### src/rtl/piu_ctrl_bp.sv
// PIU control path with valid/ready backpressure toward PSU/LMU.
// Walks the selected patch bitmask lowest index first, one patch per cycle,
// and accepts the next PDU instruction in the same cycle the last patch
// advances so consecutive instructions issue without a bubble.
module piu_ctrl_bp #(
  parameter int NUM_PCH    = 20,
  parameter int PCHADDR_BW = $clog2(NUM_PCH),
  parameter int OPCODE_BW  = 4,
  parameter int MT_PCHIDX  = 1
) (
  input  logic                  clk,
  input  logic                  rst,
  input  logic                  pdu_valid,
  input  logic [OPCODE_BW-1:0]  opcode,
  input  logic [NUM_PCH-1:0]    pchlist_mask,
  input  logic [NUM_PCH-1:0]    esmon_mask,
  input  logic [NUM_PCH-1:0]    merged_mask,
  output logic                  pdu_ready,
  input  logic                  psu_ready,
  input  logic                  lmu_ready,
  output logic                  topsu_valid,
  output logic                  tolmu_valid,
  output logic [PCHADDR_BW-1:0] pchidx,
  output logic [OPCODE_BW-1:0]  opcode_reg,
  output logic                  last_pchinfo,
  output logic                  is_writing,
  output logic                  prep_dyninfo,
  output logic                  split_dyninfo,
  output logic                  set_merged,
  output logic                  copy_merged,
  output logic                  mgdmem_wren,
  output logic [1:0]            state
);

  // Opcode encodings shared with the PDU instruction format.
  localparam logic [OPCODE_BW-1:0] OP_LQI        = OPCODE_BW'(1);
  localparam logic [OPCODE_BW-1:0] OP_LQM_X      = OPCODE_BW'(2);
  localparam logic [OPCODE_BW-1:0] OP_LQM_Z      = OPCODE_BW'(3);
  localparam logic [OPCODE_BW-1:0] OP_LQM_Y      = OPCODE_BW'(4);
  localparam logic [OPCODE_BW-1:0] OP_RUN_ESM    = OPCODE_BW'(5);
  localparam logic [OPCODE_BW-1:0] OP_INIT_INTMD = OPCODE_BW'(6);
  localparam logic [OPCODE_BW-1:0] OP_MEAS_INTMD = OPCODE_BW'(7);
  localparam logic [OPCODE_BW-1:0] OP_PPM_INTERP = OPCODE_BW'(8);
  localparam logic [OPCODE_BW-1:0] OP_MERGE_INFO = OPCODE_BW'(9);
  localparam logic [OPCODE_BW-1:0] OP_PREP_INFO  = OPCODE_BW'(10);
  localparam logic [OPCODE_BW-1:0] OP_SPLIT_INFO = OPCODE_BW'(11);

  localparam logic [1:0] ST_READY     = 2'd0;
  localparam logic [1:0] ST_READING   = 2'd1;
  localparam logic [1:0] ST_WRITING   = 2'd2;
  localparam logic [1:0] ST_RESETTING = 2'd3;

  logic [NUM_PCH-1:0]   scan, scan_nxt, scan_clr;
  logic [1:0]           state_nxt;
  logic [OPCODE_BW-1:0] opcode_nxt;
  logic                 scan_any, scan_onehot, advance, accept;

  // scan & (scan-1) drops the lowest set bit, i.e. the patch at pchidx.
  assign scan_clr    = scan & (scan - NUM_PCH'(1));
  assign scan_any    = |scan;
  assign scan_onehot = scan_any && (scan_clr == '0);

  // State, opcode and scan registers.
  always_ff @(posedge clk) begin
    if (rst) begin
      state      <= ST_READY;
      scan       <= '0;
      opcode_reg <= '0;
    end else begin
      state      <= state_nxt;
      scan       <= scan_nxt;
      opcode_reg <= opcode_nxt;
    end
  end

  // Next state: load a new instruction on accept, otherwise retire patches.
  always_comb begin
    state_nxt  = state;
    scan_nxt   = scan;
    opcode_nxt = opcode_reg;
    if (accept) begin
      opcode_nxt = opcode;
      unique case (opcode)
        OP_RUN_ESM:                                 scan_nxt = esmon_mask;
        OP_INIT_INTMD, OP_MEAS_INTMD, OP_PPM_INTERP: scan_nxt = merged_mask;
        OP_MERGE_INFO, OP_LQI, OP_LQM_X, OP_LQM_Z, OP_LQM_Y:
                                                    scan_nxt = pchlist_mask;
        default:                                    scan_nxt = '0;
      endcase
      unique case (opcode)
        OP_MERGE_INFO:              state_nxt = ST_WRITING;
        OP_PREP_INFO, OP_SPLIT_INFO: state_nxt = ST_RESETTING;
        default:                    state_nxt = ST_READING;
      endcase
    end else begin
      if ((state == ST_READING || state == ST_WRITING) && advance)
        scan_nxt = scan_clr;
      if (state == ST_RESETTING)
        state_nxt = ST_READY;
      else if ((state == ST_READING || state == ST_WRITING) && scan_nxt == '0)
        state_nxt = ST_READY;
    end
  end

  // Outputs: patch select, issue mapping, handshake and dyninfo strobes.
  always_comb begin
    pchidx = '0;
    for (int i = NUM_PCH - 1; i >= 0; i--)
      if (scan[i]) pchidx = PCHADDR_BW'(i);

    topsu_valid = 1'b0;
    tolmu_valid = 1'b0;
    if (state == ST_READING && scan_any) begin
      unique case (opcode_reg)
        OP_LQI:                           topsu_valid = (pchidx != PCHADDR_BW'(MT_PCHIDX));
        OP_LQM_X, OP_LQM_Z, OP_LQM_Y:     begin topsu_valid = 1'b1; tolmu_valid = 1'b1; end
        OP_RUN_ESM, OP_INIT_INTMD, OP_MEAS_INTMD: topsu_valid = 1'b1;
        OP_PPM_INTERP:                    tolmu_valid = 1'b1;
        default: ;
      endcase
    end

    advance = (!topsu_valid || psu_ready) && (!tolmu_valid || lmu_ready);
    accept  = pdu_valid && (state == ST_READY || state == ST_RESETTING ||
                            !scan_any || (scan_onehot && advance));
    pdu_ready = accept;

    last_pchinfo  = (state == ST_READING) && scan_onehot;
    is_writing    = (state == ST_WRITING);
    mgdmem_wren   = (state == ST_WRITING) && scan_any;
    prep_dyninfo  = (state == ST_RESETTING) && (opcode_reg == OP_PREP_INFO);
    split_dyninfo = (state == ST_RESETTING) && (opcode_reg == OP_SPLIT_INFO);
    set_merged    = accept && (opcode == OP_MERGE_INFO);
    copy_merged   = accept && (opcode == OP_INIT_INTMD || opcode == OP_MEAS_INTMD ||
                               opcode == OP_PPM_INTERP);
  end

endmodule

### config.mk
export PLATFORM = sky130hd
export DESIGN_NAME = piu_ctrl_bp
export DESIGN_NICKNAME = d
export VERILOG_FILES = /design/src/rtl/piu_ctrl_bp.sv
export SDC_FILE = /design/constraint.sdc
export NUM_CORES = 1
export LEC_CHECK = 0
export ABC_CLOCK_PERIOD_IN_PS = 3510
export CORE_MARGIN = 2
export CORE_UTILIZATION = 46
export CTS_CLUSTER_DIAMETER = 100
export DETAILED_ROUTE_END_ITERATION = 12
export HOLD_SLACK_MARGIN = 0.08
export PLACE_DENSITY = 0.81
export SETUP_SLACK_MARGIN = 0.15
export SYNTH_ARGS = -nofsm -noshare
export SYNTH_HDL_FRONTEND = slang
export SYNTH_SLANG_ARGS = --single-unit
### constraint.sdc
create_clock -name clk -period 3.51 [get_ports clk]
set_input_delay 0.702 -clock clk [delete_from_list [all_inputs] [get_ports clk]]
set_output_delay 0.702 -clock clk [all_outputs]
set_load 0.01 [all_outputs]
[Word-level counts from Yosys, hierarchy flattened]
Cells that the tools add are included.
Operators by class
  mux-type cells: 32
  add/subtract/negate cells: 1
  eq/ne operators: 25
  bitwise operators: 1
  reductions and logical operators: 34
Operators by type and width (count)
  two-way mux 5 bit: 20
  two-way mux 20 bit: 3
  case mux 20 bit (3 select lines): 1
  logical NOT 20 bit: 2
  == test 4 x 3 -> 1 bit (second input constant): 8
  == test 4 bit (second input constant): 7
  bitwise AND 20 bit: 1
  OR reduction 20 bit: 1
  subtractor 20 x 1 -> 20 bit (second input constant): 1
  == test 4 x 2 -> 1 bit (second input constant): 4
  logical AND 1 bit: 13
  == test 4 x 1 -> 1 bit (second input constant): 2
  logical OR 1 bit: 8
  two-way mux 2 bit: 3
  OR reduction 6 bit: 1
  inequality test 5 x 1 -> 1 bit (second input constant): 1
  OR reduction 5 bit: 1
  == test 2 bit (second input constant): 2
  case mux 2 bit (2 select lines): 1
  OR reduction 4 bit: 1
  logical NOT 1 bit: 3
  two-way mux 1 bit: 3
  nonzero test 3 bit: 1
  OR reduction 3 bit: 1
  4 further kinds: 4
Word-level totals
  bits in registers: 26
  output and inout port bits: 21
  input bits: 69

[Depth between registers and ports, before layout]
  depth after elaboration: 35
  mapped depth: 12
  gate-level depth less buffers: 10

[Least setup slack after synthesis]
OpenSTA, ideal clock, no wires.
  path kind: flip-flop to output port
  start: reg scan[13]
  end: out copy_merged
  slack: 0.258 ns
  cell stages (with the launch flop): 12
  data required time: 2.808 ns
  arrival time: 2.550 ns
  cells stage by stage: dfxtp_1 -> buf_2 -> or4_1 -> nor2_1 -> nand3_1 -> a2bb2oi_1 -> a2111oi_4 -> o21ai_2 -> a211o_1 -> buf_2 -> buf_4 -> and3_1
Between the ends
  cells in the longest elaborated chain, start to end: 24
  elaborated cells between the ends (all ways): 35
  those cells by class: 1 x add/sub; 1 x eq/ne; 17 x mux; 1 x bitwise; 15 x reduce/logical
RTL lines
  from (decl): line 53  | logic [NUM_PCH-1:0] scan, scan_nxt, scan_clr;
  from (signal assigned): line 71  | scan <= scan_nxt;
  two-way mux 5 bit (14 in a row): line 109  | if (scan[i]) pchidx = PCHADDR_BW'(i);
  inequality test 5 x 1 -> 1 bit: line 115  | OP_LQI: topsu_valid = (pchidx != PCHADDR_BW'(MT_PCHIDX));
  case mux 1 bit (2 select lines): line 114  | unique case (opcode_reg)
  two-way mux 1 bit: line 113  | if (state == ST_READING && scan_any) begin
  logical NOT 1 bit: line 123  | advance = (!topsu_valid || psu_ready) && (!tolmu_valid || lmu_ready);
  logical OR 1 bit: line 123
  logical AND 1 bit: line 123
  logical AND 1 bit: line 125  | !scan_any || (scan_onehot && advance));
  logical OR 1 bit (*): line 125
  logical AND 1 bit (*): line 124  | accept = pdu_valid && (state == ST_READY || state == ST_RESETTING ||
  logical AND 1 bit (*): line 134  | copy_merged = accept && (opcode == OP_INIT_INTMD || opcode == OP_MEAS_INTMD ||
  to (decl): line 30  | output logic copy_merged,
Mark *: on every way between the ends. The rest lies on a longest branch, timed or not.

[Final worst setup path]
  start: reg scan[8]
  end: out set_merged
Between the ends
  cells in the longest elaborated chain, start to end: 19
  elaborated cells between the ends (all ways): 30
  those cells by class: 1 x add/sub; 1 x eq/ne; 12 x mux; 1 x bitwise; 15 x reduce/logical
RTL lines
  two-way mux 5 bit (9 in a row): line 109
  inequality test 5 x 1 -> 1 bit: line 115
  case mux 1 bit (2 select lines): line 114
  two-way mux 1 bit: line 113
  logical NOT 1 bit: line 123
  logical OR 1 bit: line 123
  logical AND 1 bit: line 123
  logical AND 1 bit: line 125
  logical OR 1 bit (*): line 125
  logical AND 1 bit (*): line 124
  logical AND 1 bit (*): line 133  | set_merged = accept && (opcode == OP_MERGE_INFO);
  to (decl): line 29  | output logic set_merged,
Marked as above.

==> results.sh <==
export IMPL_status="finished, final reports clean"
export IMPL_fmax_ghz=0.291
export IMPL_synth_edff_count=0
export IMPL_finClkSkew_ns=0.00398
export IMPL_gp_congestion=1.02
export IMPL_grt_pass1_vias=3376
export IMPL_holdPathStages=2
export IMPL_synthesis_nets=407
export IMPL_cts_buffers=3
export IMPL_insertedDiodeCount=0
export IMPL_synth_distinct_cells=64
export IMPL_crit_type="reg -> out"
export IMPL_largest_reg_flops=20
export IMPL_crit_required_ns=2.81
export IMPL_rsz0062_at_grt="yes"
export IMPL_grt_first_pass_wirelength_um=16200
export IMPL_power_leakage_uw=0.00158
export IMPL_yosysSeqAreaShare_pct=20.9
export IMPL_worst_r2r_cell_count=15
export IMPL_vias=3495
export IMPL_wl_per_cell_um=19.3
export IMPL_ctsHtreeMaxLevel=1
export IMPL_ios=90
export IMPL_power_uw=2230
export IMPL_ys_warn_count=0
export IMPL_rows=26
export IMPL_drt_iter0_markers=468
export IMPL_nets=541
export IMPL_ys_ff_latch=26
export IMPL_detail_route_antenna_nets=0
export IMPL_syn_to_final_growth_pct=64.2
export IMPL_postRouteWirelength_um=10400
export IMPL_async_flop_share_pct=0
export IMPL_dp_hpwl_um=7530
export IMPL_die_area_um2=6010
export IMPL_synth_ff_type="dfxtp_1"
export IMPL_port_buffers=89
export IMPL_synth_area_per_cell_um2=7.43
export IMPL_postCtsHoldBufs=0
export IMPL_synthTopCellsByCount="31 x nor2_1, 26 x a21oi_1, 26 x dfxtp_1"
export IMPL_yosysMostFrequentCell="nor2_1"
export IMPL_layout_min_cycle_time_ns=3.43
export IMPL_netlist_instances=335
export IMPL_finalSetupViolCount=0
export IMPL_max_slew_margin_pct=32.2
export IMPL_clk_latency_ns=0.28
export IMPL_critPathCaptureType="output port"
export IMPL_coreArea_um2=5170
export IMPL_cts_tree="yes"
export IMPL_grt_max_degree=29
export IMPL_vdd_drop_max_v=0.000276
export IMPL_period_share_pct=97.8
export IMPL_finalHoldViolCount=0
export IMPL_max_clock_path_buffers=2
export IMPL_clk_pin_slew_ns=0.09
export IMPL_tightest_slew_ns=1.01
export IMPL_synth_area_um2=2490
export IMPL_clockRootBuffer="clkbuf_8"
export IMPL_dr_pass1_iters=8
export IMPL_start_kind="register"
export IMPL_crit_fanout=4
export IMPL_grt_total_usage_pct=33.3
export IMPL_die_x_um=77.6
export IMPL_max_cap_violations=0
export IMPL_finalSetupTns_ns=0
export IMPL_synth_top_cell_area_share_pct=20.9
export IMPL_hold_path_class="reg -> reg"
export IMPL_drive_above_1_share_pct=26.6
export IMPL_worstPathArrival_ns=2.73
export IMPL_power_density_nw_per_um2=545
export IMPL_layoutNonFillerInstCount=537
export IMPL_die_h_um=77.6
export IMPL_initial_core_util_pct=48.1
export IMPL_slew_viol_final=0
export IMPL_drc=0
export IMPL_synth_area_leader_cell="dfxtp_1"
export IMPL_synth_area_leaders="dfxtp_1 21%, a222oi_1 8.0%, a21oi_1 5.2%, nor2_1 4.7%, or3_1 3.8%"
export IMPL_clock_sinks=26
export IMPL_antenna_found_initial=0
export IMPL_placed_cells=513
export IMPL_grt_overflow_total=0
export IMPL_viasPerCell=6.51
-- metal layers --
| layer | wire, µm | up-vias | global-route usage [%] |
|---|---|---|---|
| li1 | - | 1580 | - |
| met2 | 4980 | 217 | 56.2 |
| met3 | 840 | 36 | 6.05 |
| met5 | 0 | - | 0 |
| met4 | 354 | 0 | 11.1 |
| met1 | 4190 | 1662 | 42.8 |
-- power breakdown --
| group | total (µW) | switching (µW) | internal (µW) |
|---|---|---|---|
| Combinational | 1640 | 819 | 820 |
| Sequential | 412 | 65.6 | 346 |
| Clock | 178 | 101 | 77.2 |
| Total | 2230 | 985 | 1240 |
-- stage by stage --
step                hold WS (ns)  setup slack, ns  utilization, %  area, µm²
floorplan                  0.537            0.258               -       2490
global placement           0.531            0.105            71.8       3720
detailed placement         0.544           0.0306            71.8       3720
CTS                        0.562           0.0472            75.3       3900
global route               0.573          -0.0553            79.0       4090
finish                     0.551           0.0788            79.0       4090
-- logic make-up (layout without fill, tap and decap cells) --
kind of cell | after synthesis | count (layout) | synth area share (%)
buffers and inverters | 45 | 177 | 8.14
muxes | 2 | 2 | 0.804
AOI/OAI and AO/OA | 134 | 134 | 39.5
and+or+nand+nor | 124 | 124 | 28.8
DFF | 26 | 26 | 20.9
adders and majority gates | 4 | 4 | 1.91
-- critical path: stages, from the launching register on --
cell,delay (ns)
dfxtp_4,0.37
nor4_4,0.29
buf_4,0.15
nand4_1,0.09
buf_4,0.17
and2_4,0.16
o21ai_2,0.17
nand3_2,0.10
nor4_4,0.28
a211o_1,0.23
buf_6,0.12
nand2_4,0.06
nor2_1,0.12
buf_2,0.13
-- placed cells by master (no fill, tap or decap), types with 3 or more instances in the layout --
master	netlist	final
nor2_1	31	26
o31ai_1	6	5
or3_1	15	14
o21ai_0	18	16
nor2b_1	6	6
nand3_1	14	12
buf_4	1	68
nor2_2	0	4
buf_6	2	5
clkbuf_8	0	3
o21ai_1	7	6
a21oi_1	26	26
buf_2	12	3
nor4_4	4	6
and3b_1	4	4
o211ai_1	7	7
o221ai_1	6	6
nand2_1	17	17
ha_1	3	3
a222oi_1	20	20
o22ai_1	5	5
nor3_1	7	6
o31a_1	4	4
dfxtp_4	0	3
dfxtp_1	26	16
a31oi_1	7	6
dfxtp_2	0	7
o21ai_2	1	3
clkdlybuf4s50_1	0	82
nand2b_1	3	3
a21boi_1	5	5
inv_1	10	9
nor4_1	6	4
a22oi_1	3	3
-- timing repair --
item | in CTS | in global routing
endpoints found under the setup margin | 6 | 10
cloned | 0 | 0
setup buffers | 16 | 5
gates resized for setup | 28 | 42
pin swaps | 10 | 20
endpoints found under the hold margin | 0 | 0
-- area by class of cell --
type / instances / area [µm²]
sequential: 26 / 541
clock buffer: 3 / 41.3
inverter: 11 / 43.8
timing repair buffer: 163 / 1470
tap: 70 / 87.6
multi-input combinational: 264 / 1910
fill: 363 / 1090
-- worst paths after layout --
check                              start    endpoint  slack [ns]
worst min-delay path            scan[19]    scan[19]        0.55
worst min register to register  scan[19]    scan[19]        0.55
worst max register to register   scan[8]     scan[9]        0.41
worst max-delay path             scan[8]  set_merged        0.08
Power figures use the tool's default switching activity.
